==> config.mk <==
export PLATFORM = sky130hd
export DESIGN_NAME = sync_fifo
export DESIGN_NICKNAME = d
export VERILOG_FILES = /design/src/rtl/sync_fifo_pkg.sv /design/src/rtl/sync_fifo_ram.sv /design/src/rtl/sync_fifo.sv
export SDC_FILE = /design/constraint.sdc
export NUM_CORES = 2
export LEC_CHECK = 0
export ABC_AREA = 1
export ABC_CLOCK_PERIOD_IN_PS = 4500
export CAP_MARGIN = 20
export CORE_MARGIN = 5
export CORE_UTILIZATION = 60
export DETAILED_ROUTE_END_ITERATION = 16
export DONT_BUFFER_PORTS = 1
export HOLD_SLACK_MARGIN = 0.12
export MAX_ROUTING_LAYER = met4
export PLACE_DENSITY = 0.76
export SLEW_MARGIN = 30
export SYNTH_ARGS = -nofsm -noshare
export SYNTH_HDL_FRONTEND = slang
export SYNTH_SLANG_ARGS = --single-unit
==> constraint.sdc <==
create_clock -name sys_clk -period 4.5 [get_ports sys_clk]
set_clock_uncertainty 0.05 [all_clocks]
set_input_delay 0.675 -clock sys_clk [delete_from_list [all_inputs] [get_ports sys_clk]]
set_output_delay 0.675 -clock sys_clk [all_outputs]
set_load 0.02 [all_outputs]
==> src/rtl/sync_fifo_pkg.sv <==
`default_nettype none
// ============================================================================
// Module      : sync_fifo_pkg
// Description : Shared defaults and helpers for the sync_fifo block.
// Revision    : 1.0 - initial release
// ============================================================================
package sync_fifo_pkg;

  localparam int DEFAULT_DATA_WIDTH = 8;
  localparam int DEFAULT_DEPTH      = 256;

  // Number of clock cycles rst_busy stays high after reset release
  // (only used when SYNC_FIFO_RST_BUSY_EN is defined).
  localparam int RST_BUSY_CYCLES    = 8;

  // Address width needed to index a power-of-two deep array.
  function automatic int ptr_width(input int depth);
    return $clog2(depth);
  endfunction

endpackage
`default_nettype wire

==> src/rtl/sync_fifo_ram.sv <==
`default_nettype none
// ============================================================================
// Module      : sync_fifo_ram
// Description : Simple dual-port storage array for sync_fifo: one write port
//               and one registered read port. The array itself has no reset;
//               only the read register is cleared.
// Revision    : 1.0 - initial release
// ============================================================================
module sync_fifo_ram
  import sync_fifo_pkg::*;
#(
  parameter int DATA_WIDTH = DEFAULT_DATA_WIDTH,
  parameter int ADDR_WIDTH = ptr_width(DEFAULT_DEPTH)
) (
  input  logic                  clk,
  input  logic                  rst_n,
  input  logic                  wr_en,
  input  logic [ADDR_WIDTH-1:0] wr_addr,
  input  logic [DATA_WIDTH-1:0] wr_data,
  input  logic                  rd_en,
  input  logic [ADDR_WIDTH-1:0] rd_addr,
  output logic [DATA_WIDTH-1:0] rd_data
);

  localparam int WORDS = 1 << ADDR_WIDTH;

  logic [DATA_WIDTH-1:0] mem [WORDS];

  // Write port: store the incoming word at the write address.
  always_ff @(posedge clk) begin
    if (wr_en) begin
      mem[wr_addr] <= wr_data;
    end
  end

  // Registered read port: holds its value unless a read is performed.
  always_ff @(posedge clk or negedge rst_n) begin
    if (!rst_n) begin
      rd_data <= '0;
    end else if (rd_en) begin
      rd_data <= mem[rd_addr];
    end
  end

endmodule
`default_nettype wire

==> src/rtl/sync_fifo.sv <==
`default_nettype none
// ============================================================================
// Module      : sync_fifo
// Description : Single-clock FIFO with registered read data, status flags,
//               occupancy count and overflow/underflow pulses. Pointer and
//               flag logic live here; storage is in sync_fifo_ram.
//               Optional macro SYNC_FIFO_RST_BUSY_EN adds a post-reset
//               hold-off window (rst_busy) during which traffic is ignored.
// Revision    : 1.0 - initial release
// ============================================================================
module sync_fifo
  import sync_fifo_pkg::*;
#(
  parameter int DATA_WIDTH = DEFAULT_DATA_WIDTH,
  parameter int DEPTH      = DEFAULT_DEPTH
) (
  input  logic                     sys_clk,
  input  logic                     sys_rst_n,
  input  logic                     wr_en,
  input  logic [DATA_WIDTH-1:0]    din,
  input  logic                     rd_en,
  output logic [DATA_WIDTH-1:0]    dout,
  output logic                     valid,
  output logic                     full,
  output logic                     almost_full,
  output logic                     empty,
  output logic                     almost_empty,
  output logic [ptr_width(DEPTH):0] data_count,
  output logic                     overflow,
  output logic                     underflow,
  output logic                     rst_busy
);

  localparam int           AW        = ptr_width(DEPTH);
  localparam logic [AW:0]  CNT_FULL  = (AW+1)'(DEPTH);
  localparam logic [AW:0]  CNT_AFULL = (AW+1)'(DEPTH - 1);
  localparam logic [AW:0]  CNT_ONE   = (AW+1)'(1);

  logic [AW-1:0] wr_ptr;
  logic [AW-1:0] rd_ptr;
  logic [AW:0]   count;
  logic          busy;
  logic          wr_accept;
  logic          rd_accept;

`ifdef SYNC_FIFO_RST_BUSY_EN
  localparam logic [2:0] BUSY_LAST = 3'(RST_BUSY_CYCLES - 1);

  logic [2:0] busy_cnt;
  logic       busy_hold;

  // Keep the FIFO closed for a fixed number of cycles after reset release.
  always_ff @(posedge sys_clk or negedge sys_rst_n) begin
    if (!sys_rst_n) begin
      busy_cnt  <= '0;
      busy_hold <= 1'b1;
    end else if (busy_hold) begin
      busy_cnt <= busy_cnt + 3'd1;
      if (busy_cnt == BUSY_LAST) begin
        busy_hold <= 1'b0;
      end
    end
  end

  assign busy = busy_hold;
`else
  assign busy = 1'b0;
`endif

  // rst_busy is also forced high combinationally while reset is asserted.
  assign rst_busy = ~sys_rst_n | busy;

  // Full-side write is rejected even if a read frees a slot the same cycle;
  // empty-side read is rejected even if a write fills it (no bypass).
  assign wr_accept = wr_en & ~full  & ~busy;
  assign rd_accept = rd_en & ~empty & ~busy;

  // Flags decode the registered occupancy only.
  assign full         = (count == CNT_FULL);
  assign almost_full  = (count >= CNT_AFULL);
  assign empty        = (count == '0);
  assign almost_empty = (count <= CNT_ONE);
  assign data_count   = count;

  // Pointer and occupancy tracking; pointers wrap naturally at DEPTH.
  always_ff @(posedge sys_clk or negedge sys_rst_n) begin
    if (!sys_rst_n) begin
      wr_ptr <= '0;
      rd_ptr <= '0;
      count  <= '0;
    end else begin
      if (wr_accept) begin
        wr_ptr <= wr_ptr + 1'b1;
      end
      if (rd_accept) begin
        rd_ptr <= rd_ptr + 1'b1;
      end
      case ({wr_accept, rd_accept})
        2'b10:   count <= count + CNT_ONE;
        2'b01:   count <= count - CNT_ONE;
        default: count <= count;
      endcase
    end
  end

  // One-cycle status pulses; requests during the busy window are not errors.
  always_ff @(posedge sys_clk or negedge sys_rst_n) begin
    if (!sys_rst_n) begin
      valid     <= 1'b0;
      overflow  <= 1'b0;
      underflow <= 1'b0;
    end else begin
      valid     <= rd_accept;
      overflow  <= wr_en & full  & ~busy;
      underflow <= rd_en & empty & ~busy;
    end
  end

  sync_fifo_ram #(
    .DATA_WIDTH (DATA_WIDTH),
    .ADDR_WIDTH (AW)
  ) u_ram (
    .clk     (sys_clk),
    .rst_n   (sys_rst_n),
    .wr_en   (wr_accept),
    .wr_addr (wr_ptr),
    .wr_data (din),
    .rd_en   (rd_accept),
    .rd_addr (rd_ptr),
    .rd_data (dout)
  );

endmodule
`default_nettype wire
==> flow_summary.yaml <==
run_status:
  outcome: "finished, final reports clean"
critical_path:
  critPathArrivalTime_ns: 4.41
  timing.critical_path.from_type: "flop"
  critical_path_class: "flop to flop"
  critical_path_peak_fanout: 113
  endpoint_kind_of_the_worst_setup_timing_path: "flop"
  timing.critical_path.required_ns: 5.20
logic_synthesis:
  yosysWarningCount: 0
  post_synth_inst_count: 7927
  syn-mean-instance-area_um2: 11.0
  sequential_fraction_of_the_synthesis_area_pct: 71.6
  ys_ff_latch: 2084
  synth_area_um2: 87200
  ys_types: 28
  synthesis.nets: 7950
clocking:
  clk-insertion-delay-late_ns: 0.83
  maximum_number_of_buffers_from_clock_root_to_sink: 3
  ctsRootBufferMaster: "sky130_fd_sc_hd__clkbuf_16"
  tritoncts_clock_tree: "done"
  post_cts_repair_timing_setup_buffer_count: 0
  tritoncts.num_buffers: 196
  post_cts_resized: 0
  clock_tree.htree_level_count: 4
  clock-sinks: 2084
  postCtsHoldBufs: 14
  worst_setup_hold_path_clk_slew_ns: 0.06
placement:
  numPlacedInstances: 9461
  post_dp_cell_area_um2: 88500
  routabilityCongestion: 0.915
  place_hpwl_um: 122000
  portBuffers: 0
die:
  die-width_um: 391
  top_level_port_count: 37
  core.rowCount: 139
  core_area_um2: 144000
  initial_utilization_pct: 60.5
  fp.dieArea_um2: 153000
  die-height_um: 391
timing:
  max_clock_freq_mhz: 270
  setup-tns-final_ns: 0
  final-max-slew-violation-count: 0
  post-route-period-util_pct: 82.3
  setup_viol: 0
  worst-slew-pin-transition_ns: 1.03
  fin_hold_ws_ns: 0.191
  finalCriticalPeriod_ns: 3.70
  slew_headroom_pct: 31.2
  rsz_0062_raised_after_global_routing: "no"
  finalHoldViolCount: 0
routing:
  post-route-drc-count: 0
  via_to_cell_ratio: 5.97
  via_total_after_detailed_routing: 58750
  dr.pass1.iters: 6
  routed_wl_um: 227000
  avgRoutedWirePerCell_um: 23.0
  ant_nets: 0
  detailedRoute.firstIterationViolations: 8282
layout:
  flow.area_growth_from_synthesis_pct: 9.47
  design_area_um2: 95400
  drive_above_1_share_pct: 5.20
  layoutNonFillerInstCount: 9845
  nets: 7804
power:
  p_sw_share_pct: 38.2
  power.internal_mw: 36.2
  power_switching_mw: 22.3
  p_leak_nw: 35.1
  clkPwrFrac_pct: 27.8
  power_frac_seq_pct: 38.0
  ir_drop_mv: 0.852
  cellPowerDensity_nw_per_um2: 613
  combPwrFrac_pct: 34.2
global_routing:
  grt_most_used_layer: "met2"
  grt.overflow.total: 0
  grtUsageMet3_pct: 6.45
  grt.met1_usage_pct: 40.6
  grtUsageMet2_pct: 46.1
  global_route_total_usage_across_every_layer_pct: 30.4
  grt_first_pass_wirelength_um: 341000
  initial_antenna_violation_count: 4
  pin_count_of_the_biggest_net_entering_global_routing: 257
  grt_pass1_vias: 56801
flow_run:
  cap_viol_max_count: 0
worst_hold_path:
  worst_hold_path_type: "input pin to flop"
[cells in the mapped netlist]
| cell | count | share of area, % |
|---|---|---|
| sky130_fd_sc_hd__a211oi_1 | 2 | 0.017 |
| sky130_fd_sc_hd__a21oi_1 | 99 | 0.57 |
| sky130_fd_sc_hd__a31oi_1 | 1 | 0.0072 |
| sky130_fd_sc_hd__buf_1 | 47 | 0.20 |
| sky130_fd_sc_hd__buf_2 | 141 | 0.81 |
| sky130_fd_sc_hd__buf_4 | 23 | 0.20 |
| sky130_fd_sc_hd__buf_6 | 16 | 0.21 |
| sky130_fd_sc_hd__buf_8 | 3 | 0.052 |
| sky130_fd_sc_hd__clkbuf_1 | 237 | 1.0 |
| sky130_fd_sc_hd__clkinv_1 | 3 | 0.013 |
| sky130_fd_sc_hd__dfrtp_1 | 36 | 1.0 |
| sky130_fd_sc_hd__edfxtp_1 | 2048 | 71 |
| sky130_fd_sc_hd__ha_1 | 11 | 0.16 |
| sky130_fd_sc_hd__inv_1 | 535 | 2.3 |
| sky130_fd_sc_hd__inv_2 | 3 | 0.013 |
| sky130_fd_sc_hd__nand2_1 | 1905 | 8.2 |
| sky130_fd_sc_hd__nand3_1 | 530 | 3.0 |
| sky130_fd_sc_hd__nand4_1 | 11 | 0.079 |
| sky130_fd_sc_hd__nor2_1 | 1442 | 6.2 |
| sky130_fd_sc_hd__nor2_2 | 2 | 0.014 |
| sky130_fd_sc_hd__nor3_1 | 5 | 0.029 |
| sky130_fd_sc_hd__nor4_1 | 4 | 0.029 |
| sky130_fd_sc_hd__o211ai_1 | 145 | 1.2 |
| sky130_fd_sc_hd__o21ai_0 | 607 | 3.5 |
| sky130_fd_sc_hd__o21ai_1 | 50 | 0.29 |
| sky130_fd_sc_hd__o31ai_1 | 1 | 0.0086 |
| sky130_fd_sc_hd__xnor2_1 | 2 | 0.020 |
| sky130_fd_sc_hd__xor2_1 | 18 | 0.18 |
[power by group through the flow]
stage	Combinational, mW	Clock [mW]	Sequential [mW]
after detailed placement	19.0	0	22.6
after global routing	21.7	17.2	22.3
final	20.0	16.3	22.2
after floorplan	13.0	0	22.3
after CTS	19.6	16.3	22.2
after global placement	18.7	0	22.6
[sequential cells by signal, indices dropped and copies added (netlist names)]
register and count:
u_ram.rd_data 8, u_ram.mem 2048, overflow 1, rd_ptr 8, data_count 9, valid 1, wr_ptr 8, underflow 1
[kinds of logic (layout without fill, tap and decap cells)]
logic type / after synthesis / in the layout / synth area share (%)
buf+inv: 1008 / 1021 / 4.82
simple gates: 3899 / 3899 / 17.6
fa+ha+maj: 11 / 11 / 0.158
compound gates: 905 / 905 / 5.62
other cells: 0 / 2 / 0
xor+xnor: 20 / 20 / 0.201
flops: 2084 / 2084 / 71.6
[stage by stage]
stage | total power [mW] | worst slack (ns) | utilization [%]
2_1_floorplan | 35.3 | 1.66 | -
3_3_place_gp | 41.3 | 0.831 | 61.5
3_5_place_dp | 41.6 | 0.746 | 61.5
4_1_cts | 58.1 | 0.719 | 66.0
5_1_grt | 61.2 | 0.683 | 66.3
6_report | 58.5 | 0.798 | 66.3
[layout make-up]
class | count | area, µm²
clock inverter | 107 | 1040
timing repair buffer | 123 | 1710
inverter | 541 | 2050
multi-input combinational | 4835 | 20600
clock buffer | 250 | 5200
sequential | 2084 | 62400
antenna | 2 | 5.00
tap | 1903 | 2380
fill | 10309 | 48600
[per-layer routing]
metal | part of all wire [%] | wire (µm)
met5 | 0 | 0
met4 | 4.6 | 10400
met3 | 12 | 26900
met2 | 46 | 104000
met1 | 38 | 85100
[layout by cell type, fill, tap and decap left out, types with 43 or more instances in the layout]
| cell type | synthesis | layout |
|---|---|---|
| sky130_fd_sc_hd__clkbuf_1 | 237 | 49 |
| sky130_fd_sc_hd__edfxtp_1 | 2048 | 2048 |
| sky130_fd_sc_hd__buf_4 | 23 | 70 |
| sky130_fd_sc_hd__clkinv_1 | 3 | 43 |
| sky130_fd_sc_hd__inv_1 | 535 | 531 |
| sky130_fd_sc_hd__o21ai_1 | 50 | 50 |
| sky130_fd_sc_hd__o21ai_0 | 607 | 607 |
| sky130_fd_sc_hd__nor2_1 | 1442 | 1439 |
| sky130_fd_sc_hd__clkbuf_16 | 0 | 200 |
| sky130_fd_sc_hd__o211ai_1 | 145 | 145 |
| sky130_fd_sc_hd__nand2_1 | 1905 | 1902 |
| sky130_fd_sc_hd__nand3_1 | 530 | 524 |
| sky130_fd_sc_hd__a21oi_1 | 99 | 99 |
[critical path, stage by stage (launching register included)]
cell,delay (ns)
sky130_fd_sc_hd__dfrtp_4,0.65
sky130_fd_sc_hd__inv_8,0.57
sky130_fd_sc_hd__buf_4,0.54
sky130_fd_sc_hd__nand2_1,0.09
sky130_fd_sc_hd__nand2_1,0.08
sky130_fd_sc_hd__nand2_1,0.05
sky130_fd_sc_hd__nand3_1,0.22
sky130_fd_sc_hd__nand3_1,0.10
sky130_fd_sc_hd__a21oi_1,0.55
sky130_fd_sc_hd__nor2_1,0.13
sky130_fd_sc_hd__nand2_1,0.10
sky130_fd_sc_hd__nand3_1,0.07
sky130_fd_sc_hd__nand2_1,0.09
sky130_fd_sc_hd__nand2_1,0.06
sky130_fd_sc_hd__nand2_1,0.07
[worst paths after layout]
check | slack, ns | to | cells past startpoint | startpoint
hold reg to reg | 0.52 | wr_ptr[6]$_DFFE_PN0P_ | 1 | wr_ptr[6]$_DFFE_PN0P_
min in group asynchronous | 0.25 | data_count[5]$_DFFE_PN0P_ | 2 | sys_rst_n
setup / recovery | 0.80 | u_ram.rd_data[0]$_DFFE_PN0P_ | 14 | rd_ptr[0]$_DFFE_PN0P_
hold / removal | 0.19 | u_ram.mem[200][7]$_DFFE_PP_ | 1 | din[7]
setup reg to reg | 0.80 | u_ram.rd_data[0]$_DFFE_PN0P_ | 14 | rd_ptr[0]$_DFFE_PN0P_
max in group asynchronous | 3.92 | rd_ptr[2]$_DFFE_PN0P_ | 2 | sys_rst_n
(Power assumes the default switching activity.)
